### config.mk
export PLATFORM = sky130hd
export DESIGN_NAME = axi_stream_insert_header_pipe_flat
export DESIGN_NICKNAME = d
export VERILOG_FILES = /design/src/rtl/axi_stream_insert_header_pipe_if.sv /design/src/rtl/axi_stream_insert_header_pipe.sv /design/src/flat_wrapper.sv
export SDC_FILE = /design/constraint.sdc
export NUM_CORES = 1
export LEC_CHECK = 0
export CORE_UTILIZATION = 50
export CTS_CLUSTER_SIZE = 30
export DETAILED_ROUTE_END_ITERATION = 16
export GPL_ROUTABILITY_DRIVEN = 0
export PLACE_DENSITY_LB_ADDON = 0.3
export SLEW_MARGIN = 10
export SYNTH_ARGS = -nofsm -noshare
export SYNTH_HDL_FRONTEND = slang
export SYNTH_SLANG_ARGS = --single-unit
### constraint.sdc
create_clock -name clk -period 3.26 [get_ports clk]
set_input_delay 0.652 -clock clk [delete_from_list [all_inputs] [get_ports clk]]
set_output_delay 0.652 -clock clk [all_outputs]
set_load 0.01 [all_outputs]
### src/rtl/axi_stream_insert_header_pipe_if.sv
`default_nettype none
// ============================================================================
//  Module   : axi_stream_insert_header_pipe_if
//  Brief    : Bundles the payload, header and output handshakes of the
//             header-insertion pipe. The slave modport is the block side and
//             the master modport is the side that drives it.
//  Revision : 1.0  initial release
// ============================================================================
interface axi_stream_insert_header_pipe_if #(
    parameter int DATA_WD      = 32,
    parameter int DATA_BYTE_WD = DATA_WD / 8,
    parameter int BYTE_CNT_WD  = $clog2(DATA_BYTE_WD + 1)
);
    // Payload input
    logic                    valid_in;
    logic                    ready_in;
    logic [DATA_WD-1:0]      data_in;
    logic [DATA_BYTE_WD-1:0] keep_in;
    logic                    last_in;
    // Output stream
    logic                    valid_out;
    logic                    ready_out;
    logic [DATA_WD-1:0]      data_out;
    logic [DATA_BYTE_WD-1:0] keep_out;
    logic                    last_out;
    // Header input
    logic                    valid_insert;
    logic                    ready_insert;
    logic [DATA_WD-1:0]      data_insert;
    logic [DATA_BYTE_WD-1:0] keep_insert;
    logic [BYTE_CNT_WD-1:0]  byte_insert_cnt;
    // Header consistency flag
    logic                    hdr_err;

    modport slave (
        input  valid_in, data_in, keep_in, last_in,
        input  ready_out,
        input  valid_insert, data_insert, keep_insert, byte_insert_cnt,
        output ready_in,
        output valid_out, data_out, keep_out, last_out,
        output ready_insert, hdr_err
    );

    modport master (
        output valid_in, data_in, keep_in, last_in,
        output ready_out,
        output valid_insert, data_insert, keep_insert, byte_insert_cnt,
        input  ready_in,
        input  valid_out, data_out, keep_out, last_out,
        input  ready_insert, hdr_err
    );
endinterface
`default_nettype wire

### src/rtl/axi_stream_insert_header_pipe.sv
`default_nettype none
// ============================================================================
//  Module   : axi_stream_insert_header_pipe
//  Brief    : Prepends a 0..N byte header to an AXI-stream packet. The header
//             bytes sit in a residual register and every payload beat is
//             shifted right by H bytes through one registered output stage.
//             A packet whose tail overflows the last beat gets one FLUSH beat.
//  Revision : 1.0  initial release
// ============================================================================
module axi_stream_insert_header_pipe #(
    parameter int DATA_WD      = 32,
    parameter int DATA_BYTE_WD = DATA_WD / 8,
    parameter int BYTE_CNT_WD  = $clog2(DATA_BYTE_WD + 1)
) (
    input  wire logic                         clk,
    input  wire logic                         rst_n,
    axi_stream_insert_header_pipe_if.slave    bus
);

    localparam int N  = DATA_BYTE_WD;
    localparam int SW = $clog2(DATA_WD + 1);
    localparam logic [BYTE_CNT_WD:0]   N_SUM = (BYTE_CNT_WD + 1)'(N);
    localparam logic [BYTE_CNT_WD-1:0] N_CNT = BYTE_CNT_WD'(N);

    typedef enum logic [1:0] {IDLE = 2'd0, STREAM = 2'd1, FLUSH = 2'd2} state_t;

    // keep vector with the top n lanes (first n bytes) enabled
    function automatic logic [N-1:0] lead_ones(input logic [BYTE_CNT_WD:0] n);
        logic [N-1:0] r;
        for (int i = 0; i < N; i++) r[N-1-i] = (i < int'(n));
        return r;
    endfunction

    // keep vector with the bottom n lanes (right-aligned bytes) enabled
    function automatic logic [N-1:0] low_ones(input logic [BYTE_CNT_WD-1:0] n);
        logic [N-1:0] r;
        for (int i = 0; i < N; i++) r[i] = (i < int'(n));
        return r;
    endfunction

    // expand a per-lane keep into a per-bit data mask
    function automatic logic [DATA_WD-1:0] byte_mask(input logic [N-1:0] k);
        logic [DATA_WD-1:0] m;
        for (int i = 0; i < N; i++) m[8*i +: 8] = {8{k[i]}};
        return m;
    endfunction

    // number of contiguous enabled lanes starting at byte 0
    function automatic logic [BYTE_CNT_WD-1:0] count_lead(input logic [N-1:0] k);
        logic                   run;
        logic [BYTE_CNT_WD-1:0] c;
        run = 1'b1;
        c   = '0;
        for (int i = N - 1; i >= 0; i--) begin
            run = run & k[i];
            if (run) c = c + BYTE_CNT_WD'(1);
        end
        return c;
    endfunction

    state_t                  state_q, state_d;
    // header length while streaming; reused as the flush byte count in FLUSH
    logic [BYTE_CNT_WD-1:0]  h_q, h_d;
    // right-aligned carry bytes in STREAM, left-aligned tail bytes in FLUSH
    logic [DATA_WD-1:0]      res_q, res_d;
    logic                    valid_out_q, valid_out_d;
    logic [DATA_WD-1:0]      data_out_q, data_out_d;
    logic [N-1:0]            keep_out_q, keep_out_d;
    logic                    last_out_q, last_out_d;
    logic                    hdr_err_q, hdr_err_d;

    logic                    ld_w;
    logic                    ready_insert_w;
    logic                    clamp_w;
    logic [BYTE_CNT_WD-1:0]  h_clamp_w;
    logic [BYTE_CNT_WD-1:0]  k_w;
    logic [BYTE_CNT_WD:0]    sum_w;
    logic [BYTE_CNT_WD:0]    over_w;
    logic [SW-1:0]           sh_hi_w;
    logic [SW-1:0]           sh_lo_w;
    logic [DATA_WD-1:0]      merged_w;

    // output register may take a new beat when empty or being drained
    assign ld_w           = !valid_out_q || bus.ready_out;
    assign ready_insert_w = (state_q == IDLE) && rst_n;

    assign bus.ready_insert = ready_insert_w;
    assign bus.ready_in     = (state_q == STREAM) && ld_w;
    assign bus.valid_out    = valid_out_q;
    assign bus.data_out     = data_out_q;
    assign bus.keep_out     = keep_out_q;
    assign bus.last_out     = last_out_q;
    assign bus.hdr_err      = hdr_err_q;

    // header length clamp, tail byte count and the shifted merge of carry + payload
    always_comb begin
        clamp_w   = bus.byte_insert_cnt > N_CNT;
        h_clamp_w = clamp_w ? N_CNT : bus.byte_insert_cnt;
        k_w       = count_lead(bus.keep_in);
        sum_w     = {1'b0, h_q} + {1'b0, k_w};
        over_w    = sum_w - N_SUM;
        sh_hi_w   = SW'(8 * (N - int'(h_q)));
        sh_lo_w   = SW'(8 * int'(h_q));
        // a shift by the full width yields zero, covering H=0 and H=N
        merged_w  = (res_q << sh_hi_w) | (bus.data_in >> sh_lo_w);
    end

    // next-state, residual and output-stage update
    always_comb begin
        state_d     = state_q;
        h_d         = h_q;
        res_d       = res_q;
        valid_out_d = valid_out_q;
        data_out_d  = data_out_q;
        keep_out_d  = keep_out_q;
        last_out_d  = last_out_q;
        hdr_err_d   = 1'b0;

        if (ld_w) valid_out_d = 1'b0;

        unique case (state_q)
            IDLE: begin
                if (bus.valid_insert && ready_insert_w) begin
                    h_d       = h_clamp_w;
                    res_d     = bus.data_insert & byte_mask(low_ones(h_clamp_w));
                    hdr_err_d = clamp_w || (bus.keep_insert != low_ones(h_clamp_w));
                    state_d   = STREAM;
                end
            end
            STREAM: begin
                if (bus.valid_in && ld_w) begin
                    valid_out_d = 1'b1;
                    if (!bus.last_in) begin
                        data_out_d = merged_w;
                        keep_out_d = '1;
                        last_out_d = 1'b0;
                        res_d      = bus.data_in & byte_mask(low_ones(h_q));
                    end else if (sum_w <= N_SUM) begin
                        keep_out_d = lead_ones(sum_w);
                        data_out_d = merged_w & byte_mask(lead_ones(sum_w));
                        last_out_d = 1'b1;
                        res_d      = '0;
                        state_d    = IDLE;
                    end else begin
                        data_out_d = merged_w;
                        keep_out_d = '1;
                        last_out_d = 1'b0;
                        res_d      = (bus.data_in << sh_hi_w) & byte_mask(lead_ones(over_w));
                        h_d        = over_w[BYTE_CNT_WD-1:0];
                        state_d    = FLUSH;
                    end
                end
            end
            FLUSH: begin
                if (ld_w) begin
                    valid_out_d = 1'b1;
                    data_out_d  = res_q;
                    keep_out_d  = lead_ones({1'b0, h_q});
                    last_out_d  = 1'b1;
                    res_d       = '0;
                    state_d     = IDLE;
                end
            end
            default: state_d = IDLE;
        endcase
    end

    // state and datapath registers, cleared asynchronously
    always_ff @(posedge clk or negedge rst_n) begin
        if (!rst_n) begin
            state_q     <= IDLE;
            h_q         <= '0;
            res_q       <= '0;
            valid_out_q <= 1'b0;
            data_out_q  <= '0;
            keep_out_q  <= '0;
            last_out_q  <= 1'b0;
            hdr_err_q   <= 1'b0;
        end else begin
            state_q     <= state_d;
            h_q         <= h_d;
            res_q       <= res_d;
            valid_out_q <= valid_out_d;
            data_out_q  <= data_out_d;
            keep_out_q  <= keep_out_d;
            last_out_q  <= last_out_d;
            hdr_err_q   <= hdr_err_d;
        end
    end

endmodule
`default_nettype wire

### src/flat_wrapper.sv
// flat-port wrapper written by rule: the top's interface ports become plain ports
module axi_stream_insert_header_pipe_flat 
#(
    parameter int DATA_WD      = 32,
    parameter int DATA_BYTE_WD = DATA_WD / 8,
    parameter int BYTE_CNT_WD  = $clog2(DATA_BYTE_WD + 1)
)
  (clk, rst_n, bus_valid_in, bus_data_in, bus_keep_in, bus_last_in, bus_ready_out, bus_valid_insert, bus_data_insert, bus_keep_insert, bus_byte_insert_cnt, bus_ready_in, bus_valid_out, bus_data_out, bus_keep_out, bus_last_out, bus_ready_insert, bus_hdr_err);
  axi_stream_insert_header_pipe_if #(.DATA_WD(DATA_WD), .DATA_BYTE_WD(DATA_BYTE_WD), .BYTE_CNT_WD(BYTE_CNT_WD)) bus_i ();
  input  wire logic clk;
  input  wire logic rst_n;
  input wire logic [$bits(bus_i.valid_in)-1:0] bus_valid_in;
  input wire logic [$bits(bus_i.data_in)-1:0] bus_data_in;
  input wire logic [$bits(bus_i.keep_in)-1:0] bus_keep_in;
  input wire logic [$bits(bus_i.last_in)-1:0] bus_last_in;
  input wire logic [$bits(bus_i.ready_out)-1:0] bus_ready_out;
  input wire logic [$bits(bus_i.valid_insert)-1:0] bus_valid_insert;
  input wire logic [$bits(bus_i.data_insert)-1:0] bus_data_insert;
  input wire logic [$bits(bus_i.keep_insert)-1:0] bus_keep_insert;
  input wire logic [$bits(bus_i.byte_insert_cnt)-1:0] bus_byte_insert_cnt;
  output wire logic [$bits(bus_i.ready_in)-1:0] bus_ready_in;
  output wire logic [$bits(bus_i.valid_out)-1:0] bus_valid_out;
  output wire logic [$bits(bus_i.data_out)-1:0] bus_data_out;
  output wire logic [$bits(bus_i.keep_out)-1:0] bus_keep_out;
  output wire logic [$bits(bus_i.last_out)-1:0] bus_last_out;
  output wire logic [$bits(bus_i.ready_insert)-1:0] bus_ready_insert;
  output wire logic [$bits(bus_i.hdr_err)-1:0] bus_hdr_err;
  assign bus_i.valid_in = bus_valid_in;
  assign bus_i.data_in = bus_data_in;
  assign bus_i.keep_in = bus_keep_in;
  assign bus_i.last_in = bus_last_in;
  assign bus_i.ready_out = bus_ready_out;
  assign bus_i.valid_insert = bus_valid_insert;
  assign bus_i.data_insert = bus_data_insert;
  assign bus_i.keep_insert = bus_keep_insert;
  assign bus_i.byte_insert_cnt = bus_byte_insert_cnt;
  assign bus_ready_in = bus_i.ready_in;
  assign bus_valid_out = bus_i.valid_out;
  assign bus_data_out = bus_i.data_out;
  assign bus_keep_out = bus_i.keep_out;
  assign bus_last_out = bus_i.last_out;
  assign bus_ready_insert = bus_i.ready_insert;
  assign bus_hdr_err = bus_i.hdr_err;
  axi_stream_insert_header_pipe #(.DATA_WD(DATA_WD), .DATA_BYTE_WD(DATA_BYTE_WD), .BYTE_CNT_WD(BYTE_CNT_WD)) u_core (.clk(clk), .rst_n(rst_n), .bus(bus_i));
endmodule
==> flow_summary_export.csv, run 1 <==
group,metric,value,unit
global_route,grt_antenna_before_repair,0,
sta,fmax,319,MHz
clocking,numCtsBuffers,9,
final_layout,utilization,68.5,%
floorplanning,coreArea,0.0110,mm^2
pwr,peakVddDrop,0.627,mV
clocking,cts_root_buf,"clkbuf_16",
clocking,holdBufCountCts,0,
floorplanning,die_h,109,um
routing,drc,0,
yosys,syn_area_per_cell,8.05,um^2
pwr,powerDensity,1230,mW/mm^2
worst_hold_path,hold_class,"register to register",
global_route,grt_pass1_wl,31300,um
worst_setup_path,ff2ff_setup_slack,0.39,ns
yosys,yosysSeqAreaShare,33.1,%
floorplanning,std_cell_rows,38,
worst_setup_path,rr_worst_depth,8,
yosys,synth_edf_count,0,
global_route,grt_pass1_vias,5908,
sta,slew_headroom,35.5,%
routing,drtIter0Drc,826,
job,maxCapViolCount,0,
clocking,clock-sinks,76,
yosys,synthTopCellsByArea,"dfrtp_1 33%, mux2i_1 7.3%, a21oi_1 7.2%",
placement,hpwl,14900,um
yosys,yosysWarnings,0,
routing,routedWlPerCell,20.9,um
sta,layout_min_cycle_time,3.14,ns
yosys,yosys.area.top_type_share,33.1,%
sta,clock_skew,0.00494,ns
sta,hold_violations,0,
worst_hold_path,min_delay_path_depth,1,
floorplanning,die_area,0.0119,mm^2
routing,vias,6418,
final_layout,num_antenna_cells,0,
sta,slew_viol_final,0,
sta,finalSetupViolCount,0,
worst_setup_path,arrival,3.37,ns
yosys,syn-cell-area,0.00574,mm^2
yosys,synth_nets,803,
worst_setup_path,critical_path_class,"input pin to register",
global_route,grt_max_degree,77,
yosys,synthFlopType,"dfrtp_1",
final_layout,syn2layout_area_growth,31.6,%
worst_setup_path,worstSetupEndpointType,"register",
final_layout,final_nets,915,
global_route,track_usage,34.9,%
global_route,overflow,0,
clocking,htreeDepth,3,
sta,max_slew.worst_pin.slew,0.968,ns
floorplanning,num_io_pins,122,
yosys,ys_types,46,
final_layout,drive_gt1_share,10.7,%
placement,io_buffers,121,
routing,ant_nets,0,
sta,whs,0.516,ns
routing,wl,20300,um
clocking,clockBufferDepth,2,
worst_setup_path,critPathRequiredTime,3.49,ns
floorplanning,start_util,52.0,%
yosys,synth_seq_cells,76,
clocking,cts_tree,"built",
yosys,syn_inst,713,
sta,min_period_over_period,96.3,%
clocking,clk_pin_slew,0.06,ns
routing,post_drt_via_cell_ratio,6.62,
worst_setup_path,path_max_fanout,3,
yosys,synthArstFlopShare,100,%
yosys,synth_top_area_cell,"dfrtp_1",
floorplanning,die_w,109,um
sta,tns,0,ns
clocking,clk_latency,0.35,ns
run_status,status,"complete, no violations",
pwr,power.leakage,0.00298,uW
routing,firstDrtPassIters,7,
worst_setup_path,worstSetupStartpointType,"input pin",
cells in the mapped netlist, types with 10 or more instances:
library cell,number
nand3_1,23
nand2_1,77
o22ai_1,26
nor2b_1,11
a32o_1,15
mux2i_1,42
a211oi_1,18
a21oi_1,82
a21boi_0,10
o21ai_0,21
a22oi_1,33
a31oi_1,17
nand2b_1,12
buf_2,10
nor2_1,97
a22o_1,10
mux2_2,19
inv_1,15
clkbuf_1,38
dfrtp_1,76
path summary, 6_finish.rpt:
kind / start / end
max in group asynchronous: rst_n / u_core.h_q[0]$_DFFE_PN0P_
min in group asynchronous: rst_n / u_core.bus.valid_out$_DFF_PN0_
worst min-delay path: u_core.bus.last_out$_DFFE_PN0P_ / u_core.bus.last_out$_DFFE_PN0P_
worst max-delay path: bus_keep_in[3] / u_core.h_q[2]$_DFFE_PN0P_
worst max register to register: u_core.h_q[1]$_DFFE_PN0P_ / u_core.res_q[8]$_DFFE_PN0P_
worst min register to register: u_core.bus.last_out$_DFFE_PN0P_ / u_core.bus.last_out$_DFFE_PN0P_
per-layer routing:
metal	routed length (um)	GRT usage (%)
met3	2850	9.38
met1	8000	49.0
met4	952	14.7
met2	8490	50.1
met5	0	0
per-stage QoR:
stage	std cells	setup slack, ns	power (uW)	instance area, um^2
after global routing	970	-0.0392	9810	7550
after CTS	970	0.0582	8960	7500
after global placement	954	-0.281	7690	7190
after detailed placement	954	-0.376	7880	7190
after floorplan	713	0.179	5840	5740
final	970	0.122	9250	7550
layout make-up:
| type | count | area, um^2 |
|---|---|---|
| clock inverters | 4 | 47.5 |
| multi-input cells | 568 | 3630 |
| clock buffers | 12 | 256 |
| fillers | 886 | 3480 |
| flip-flops and latches | 76 | 1910 |
| repair buffers | 153 | 1470 |
| well taps | 140 | 175 |
| inverters | 17 | 63.8 |
cells in the final DEF (no fill, tap or decap), types with 3 or more instances in the layout:
cell type	netlist	final
a221oi_1	8	8
clkdlybuf4s50_1	0	119
a22o_1	10	10
inv_1	15	15
a21o_1	4	3
nor3_1	5	5
mux2i_1	42	42
o21ai_0	21	20
clkbuf_16	0	9
a21oi_1	82	81
a31oi_1	17	17
a222oi_1	8	8
ha_1	8	8
a211oi_1	18	17
a22oi_1	33	27
nor2b_1	11	11
nand2b_1	12	12
nand2_1	77	77
o22ai_1	26	26
a21boi_0	10	8
nor2_1	97	97
a22oi_2	0	6
mux2_2	19	19
a32o_1	15	15
nand3_1	23	22
buf_4	0	31
dfrtp_1	76	75
logic make-up after synthesis:
kind of cell	after synthesis	share of synthesized area, %
DFF	76	33.1
muxes	61	11.1
AOI/OAI and AO/OA	260	30.5
adders and majority gates	9	2.09
xor gates and xnor gates	3	0.720
buffers and inverters	69	4.73
and+or+nand+nor	235	17.7
registers in the layout, summed over array words and instances, names as in the netlist:
name	cells
u_core.bus.hdr_err	1
u_core.bus.data_out	32
u_core.bus.last_out	1
u_core.bus.keep_out	4
u_core.res_q	32
u_core.bus.valid_out	1
u_core.h_q	3
u_core.state_q	2
what timing repair did:
item                                    CTS  global route
pin swaps                                 1            10
endpoints found under the setup margin    3            62
setup buffers                             0             0
resized for setup                         3            12
worst max-delay path, stage by stage:
cell             delay (ns)
clkdlybuf4s50_1        0.43
a21boi_1               0.14
ha_1                   0.29
nor2_1                 0.05
nor2_1                 0.15
inv_1                  0.08
fa_2                   0.41
xnor2_4                0.23
o21ai_1                0.15
a211oi_2               0.23
a21o_1                 0.21
mux2_2                 0.36
power breakdown:
part	switching (uW)	leakage, uW	internal [uW]
logic	3570	0.00195	2590
registers	580	0.000878	1480
clock network	397	0.000149	632
total	4550	0.00298	4700
(Power assumes the default switching activity.)
==> run 2, diff against run 1 <==
- CORE_UTILIZATION: 50 -> 45
- DONT_BUFFER_PORTS: unset -> 1
- clock period: 3.26 -> 3.2 ns (I/O delays scaled with it)
==> run 2 against run 1 <==
Via count is 11% lower. Count of clock-buffer cells in the layout rose by 1. Hold slack got worse by 0.32 ns. Final cell count shrank 11%. Sequential share of layout area grew 5.4 points. Largest power group unchanged.
==> flow_summary_export.csv, run 2 (synthesis results as in run 1) <==
group,metric,value,unit
worst_setup_path,crit_chain,"inv_2, ha_1, clkinv_1, buf_4, a221oi_1, a21oi_1, o22ai_1",
pwr,peakVddDrop,0.583,mV
placement,hpwl,14800,um
pwr,power.leakage,0.00242,uW
clocking,cts_resized,0,
final_layout,most-common-layout-cells,"97 x nor2_1, 82 x a21oi_1, 77 x nand2_1",
global_route,grt_max_degree,92,
clocking,clockBufferDepth,2,
job,maxCapViolCount,0,
floorplanning,std_cell_rows,40,
sta,whs,0.192,ns
routing,wl,19600,um
worst_setup_path,arrival,3.18,ns
final_layout,syn2layout_area_growth,8.37,%
floorplanning,die_area,0.0132,mm^2
sta,max_slew.worst_pin.slew,1.18,ns
floorplanning,die_h,115,um
worst_setup_path,path_max_fanout,18,
final_layout,final_nets,782,
placement,io_buffers,0,
worst_setup_path,critPathRequiredTime,3.47,ns
global_route,grt_antenna_before_repair,0,
clocking,clock-sinks,76,
clocking,numCtsBuffers,9,
clocking,clk_latency,0.35,ns
routing,vias,5743,
sta,slew_headroom,21.3,%
pwr,powerDensity,1360,mW/mm^2
clocking,htreeDepth,3,
floorplanning,start_util,47.0,%
final_layout,utilization,50.9,%
global_route,overflow,0,
routing,firstDrtPassIters,6,
worst_setup_path,critical_path_class,"register to register",
sta,clock_skew,0.00578,ns
final_layout,seq_area,0.00191,mm^2
floorplanning,coreArea,0.0122,mm^2
routing,drtIter0Drc,611,
sta,slew_viol_final,0,
sta,rsz0062_at_grt,"false",
clocking,clk_pin_slew,0.05,ns
final_layout,drive_gt1_share,9.20,%
global_route,grt_pass1_vias,5318,
routing,drc,0,
final_layout,fin_area,0.00622,mm^2
sta,fmax,343,MHz
final_layout,final_common_cell,"nor2_1",
sta,hold_violations,0,
worst_hold_path,hold_class,"input pin to asynchronous set/reset pin",
final_layout,multi_input_area,0.00358,mm^2
routing,routedWlPerCell,22.6,um
final_layout,n_fill_cell,1194,
clocking,holdBufCountCts,1,
clocking,cts_tree,"built",
worst_setup_path,cp_top_family,"buffers and inverters",
worst_setup_path,worstSetupEndpointType,"register",
pwr,total_power,8490,uW
sta,layout_min_cycle_time,2.91,ns
placement,postPlaceCellArea,0.00592,mm^2
routing,post_drt_via_cell_ratio,6.63,
run_status,status,"complete, no violations",
worst_setup_path,critPathBufInv,3,
clocking,postCtsSetupBuffers,0,
global_route,track_usage,30.3,%
sta,min_period_over_period,91.0,%
clocking,cts_root_buf,"clkbuf_16",
sta,finalSetupViolCount,0,
floorplanning,num_io_pins,122,
worst_setup_path,slowest_delay,0.56,ns
worst_setup_path,slowest_stage,"clkinv_1",
floorplanning,die_w,115,um
global_route,grt_pass1_wl,29900,um
worst_setup_path,worstSetupStartpointType,"register",
routing,ant_nets,0,
==> run 2: path summary, 6_finish.rpt <==
check	from	end	slack (ns)	cells after the start
worst max-delay path	u_core.h_q[0]$_DFFE_PN0P_	u_core.res_q[25]$_DFFE_PN0P_	0.29	7
worst min-delay path	rst_n	u_core.state_q[1]$_DFFE_PN0P_	0.19	1
worst max register to register	u_core.h_q[0]$_DFFE_PN0P_	u_core.res_q[25]$_DFFE_PN0P_	0.29	7
worst min register to register	u_core.bus.last_out$_DFFE_PN0P_	u_core.bus.last_out$_DFFE_PN0P_	0.58	1
max in group asynchronous	rst_n	u_core.h_q[0]$_DFFE_PN0P_	2.71	1
min in group clk	bus_valid_in	u_core.bus.valid_out$_DFF_PN0_	0.45	2
==> run 2: cell type report <==
cell class | instances | area share (%)
clock inverters | 2 | 0.161
multi-input cells | 568 | 57.6
repair buffers | 20 | 2.94
diodes | 2 | 0.0805
clock buffers | 13 | 4.19
well taps | 168 | 3.38
flip-flops and latches | 76 | 30.6
inverters | 17 | 1.03
==> run 2: metal layers <==
metal	global-route usage [%]	wire length [um]	up-vias
li1	-	-	2606
met1	43.2	8130	2688
met2	41.4	8020	380
met3	9.91	2670	69
met4	13.2	760	0
met5	0	0	-
==> run 2: through the flow <==
step           setup TNS (ns)  setup WS [ns]  cells
2_1_floorplan               0          0.131    713
3_3_place_gp                0         0.0766    848
3_5_place_dp          -0.0242        -0.0201    848
4_1_cts                     0          0.336    864
5_1_grt                     0        0.00168    864
6_report                    0          0.288    866
==> run 2: worst register-to-register path, cell delays in order (launching register included) <==
cell and delay [ns]:
dfrtp_4 0.50, inv_2 0.20, ha_1 0.50, clkinv_1 0.57
buf_4 0.38, a221oi_1 0.44, a21oi_1 0.10, o22ai_1 0.16
==> run 2: power breakdown <==
group | total [uW] | switching [uW] | internal [uW]
registers | 2260 | 747 | 1510
logic | 5280 | 3240 | 2040
clock network | 944 | 383 | 560
total | 8490 | 4370 | 4110
==> patch (flow settings as in run 2) <==
`res_q` and `data_out_q` no longer have a reset.
--- a/src/rtl/axi_stream_insert_header_pipe.sv
+++ b/src/rtl/axi_stream_insert_header_pipe.sv
@@ -170,24 +170,25 @@
         if (!rst_n) begin
             state_q     <= IDLE;
             h_q         <= '0;
-            res_q       <= '0;
             valid_out_q <= 1'b0;
-            data_out_q  <= '0;
             keep_out_q  <= '0;
             last_out_q  <= 1'b0;
             hdr_err_q   <= 1'b0;
         end else begin
             state_q     <= state_d;
             h_q         <= h_d;
-            res_q       <= res_d;
             valid_out_q <= valid_out_d;
-            data_out_q  <= data_out_d;
             keep_out_q  <= keep_out_d;
             last_out_q  <= last_out_d;
             hdr_err_q   <= hdr_err_d;
         end
     end
 
+    always_ff @(posedge clk) begin
+        res_q      <= res_d;
+        data_out_q <= data_out_d;
+    end
+
 endmodule
 `default_nettype wire
 
Check against the original RTL: differs if rst_n is asserted again (counterexample within 4 cycles, from zero or initial values and one cycle with rst_n low); with rst_n held inactive, the same outputs for 4 cycles.
==> patch against run 2 <==
  * The run now ends with DRC left
  * Clock skew up 0.0019 ns
  * Total power fell by 8.4%
  * Design area down 3.6%
  * Largest cell class unchanged
  * Critical endpoint is now u_core.res_q[26]$_DFFE_PP_
  * Sequential power up 4%
  * Non-clock buffer count up 15
  * Die area shrank 5.9%
  * Sequential cell count did not move
  * Worst setup slack got worse by 0.059 ns
  * Synthesized cell count is 20% lower
  * Highest routed layer unchanged
  * Synthesized area shrank 6.0%
  * Worst hold slack better by 0.25 ns
  * Routed wire length down 10%
==> patch: results (changes against run 2) <==
Status -> finished with violations
Failing checks -> DRC
Largest net degree at the start of global routing -> 97 (+5.4%)
Synth top area cells -> edfxtp_1 (36%), mux2i_1 (8.3%), dfrtp_1 (5.6%), o21ai_0 (5.0%), nand2_1 (4.5%)
Hold crit path type -> in -> reg
EDFF count, synth -> 64 (+64)
Synth Flop Type -> edfxtp_1
Leak pwr -> 2.27 nW (-6.2%)
CTS Root Cell -> clkbuf_16
Post-synthesis sequential area ratio -> 0.412 (+0.0804)
Post-DP HPWL -> 12.2 mm (-18%)
First-pass DRT Iterations -> 13 (+7)
Vias/cell -> 6.70 (+1.1%)
Top cells by count, synth -> edfxtp_1 (64), nand2_1 (64), o21ai_0 (54), mux2i_1 (45), nor2_1 (40)
Final Skew -> 0.00767 ns (+0.00189 ns)
Worst vdd ir -> 0.000632 V (+8.5%)
Num CTS Buffers -> 9 (unchanged)
Synth cell types -> 52 (+13%)
Initial antenna violation count -> 0 (unchanged)
CTS Buffer Depth -> 2 (unchanged)
FFs w/ async S/R, synth -> 0.158 (-0.842)
Slew @ Worst Pin -> 1.25 ns (+0.0718 ns)
Vias in the first global route -> 4565 (-14%)
Yosys warns -> 0 (unchanged)
DP Area -> 5700 sq um (-3.7%)
Avg WL per Cell -> 24.4 um (+7.7%)
Final WL -> 17.6 mm (-10%)
1st-iter DRT viols -> 552 (-9.7%)
Clock latency on the worst-skew pair -> 0.35 ns (about the same)
Share of cells above drive strength 1 -> 0.125 (+0.0326)
CTS H-tree lvls -> 3 (unchanged)
First-pass GRT wire length -> 26.0 mm (-13%)
DRC viols -> 9 (+9)
Pre-CTS WS -> -0.0964 ns (-0.0763 ns)
Worst Path Arrival -> 3.13 ns (-0.05 ns)
CTS clock-pin slew for the worst setup and hold paths -> 0.06 ns
CP Max Fanout -> 13 (-5)
GRT Total Usage -> 0.281 (-0.0220)
Syn_nets -> 658 (-18%)
PortBufs -> 0 (unchanged)
Inserted Diodes -> 0 (-2)
Fillers -> 1027 (-14%)
[patch: kinds of logic (layout without fill, tap and decap cells)]
group	Yosys count	count (layout)	synth area share
simple gates	149	149	0.125
xor+xnor	4	4	0.00649
fa+ha+maj	9	9	0.0223
buf+inv	53	63	0.0387
mux	59	59	0.114
compound gates	218	218	0.282
flops	76	76	0.412
[patch: timing repair]
action                                 CTS  global route
gates resized for setup                  0             0
hold buffers                             1             0
buffers inserted                         0             0
endpoints found under the hold margin   12             0
[patch: final timing paths]
kind                       slack, ns                                from                            endpoint  cells past startpoint
min                             0.44                        bus_valid_in      u_core.bus.valid_out$_DFF_PN0_                      2
max in group asynchronous       2.03                               rst_n           u_core.h_q[0]$_DFFE_PN0P_                      1
min reg2reg                     0.55  u_core.bus.keep_out[3]$_DFFE_PN0P_  u_core.bus.keep_out[3]$_DFFE_PN0P_                      1
max                             0.23           u_core.h_q[1]$_DFFE_PN0P_          u_core.res_q[26]$_DFFE_PP_                      8
min in group asynchronous       0.73                               rst_n        u_core.bus.hdr_err$_DFF_PN0_                      1
max reg2reg                     0.23           u_core.h_q[1]$_DFFE_PN0P_          u_core.res_q[26]$_DFFE_PP_                      8
[patch: power by group]
group | leakage (nW) | switching (mW) | internal, mW
Clock | 0.137 | 0.418 | 0.596
Sequential | 0.766 | 0.420 | 1.92
Combinational | 1.37 | 2.73 | 1.70
[patch: layout make-up]
type | count | share of cell area
clock buffer | 10 | 0.0382
clock inverter | 6 | 0.00919
inverter | 12 | 0.00752
multi-input combinational | 439 | 0.497
sequential | 76 | 0.371
tap | 143 | 0.0299
timing repair buffer | 35 | 0.0464
[patch: worst max-delay path, stage by stage (launching register included)]
cell and delay, ns:
dfrtp_1 0.37, inv_1 0.10, buf_4 0.21, ha_1 0.23
xnor2_1 0.57, nand2_1 0.21, a21oi_1 0.68, a22oi_1 0.12
o21ai_0 0.28
[patch: routing by layer]
layer | global-route usage | wire [um] | vias up
met3 | 0.0898 | 2040 | 45
met4 | 0.139 | 569 | 0
li1 | - | - | 2164
met5 | 0 | 0 | -
met2 | 0.432 | 8020 | 320
met1 | 0.357 | 6930 | 2304
[patch: metrics by stage]
stage	TNS (ns)	power (mW)	utilization	cells	hold slack, ns
after floorplan	0	5.21	-	568	0.344
after global placement	-0.442	6.53	0.493	704	0.345
after detailed placement	-0.943	6.64	0.493	704	0.345
after CTS	0	7.66	0.518	721	0.439
after global routing	0	8.14	0.518	721	0.467
final	0	7.78	0.518	721	0.442
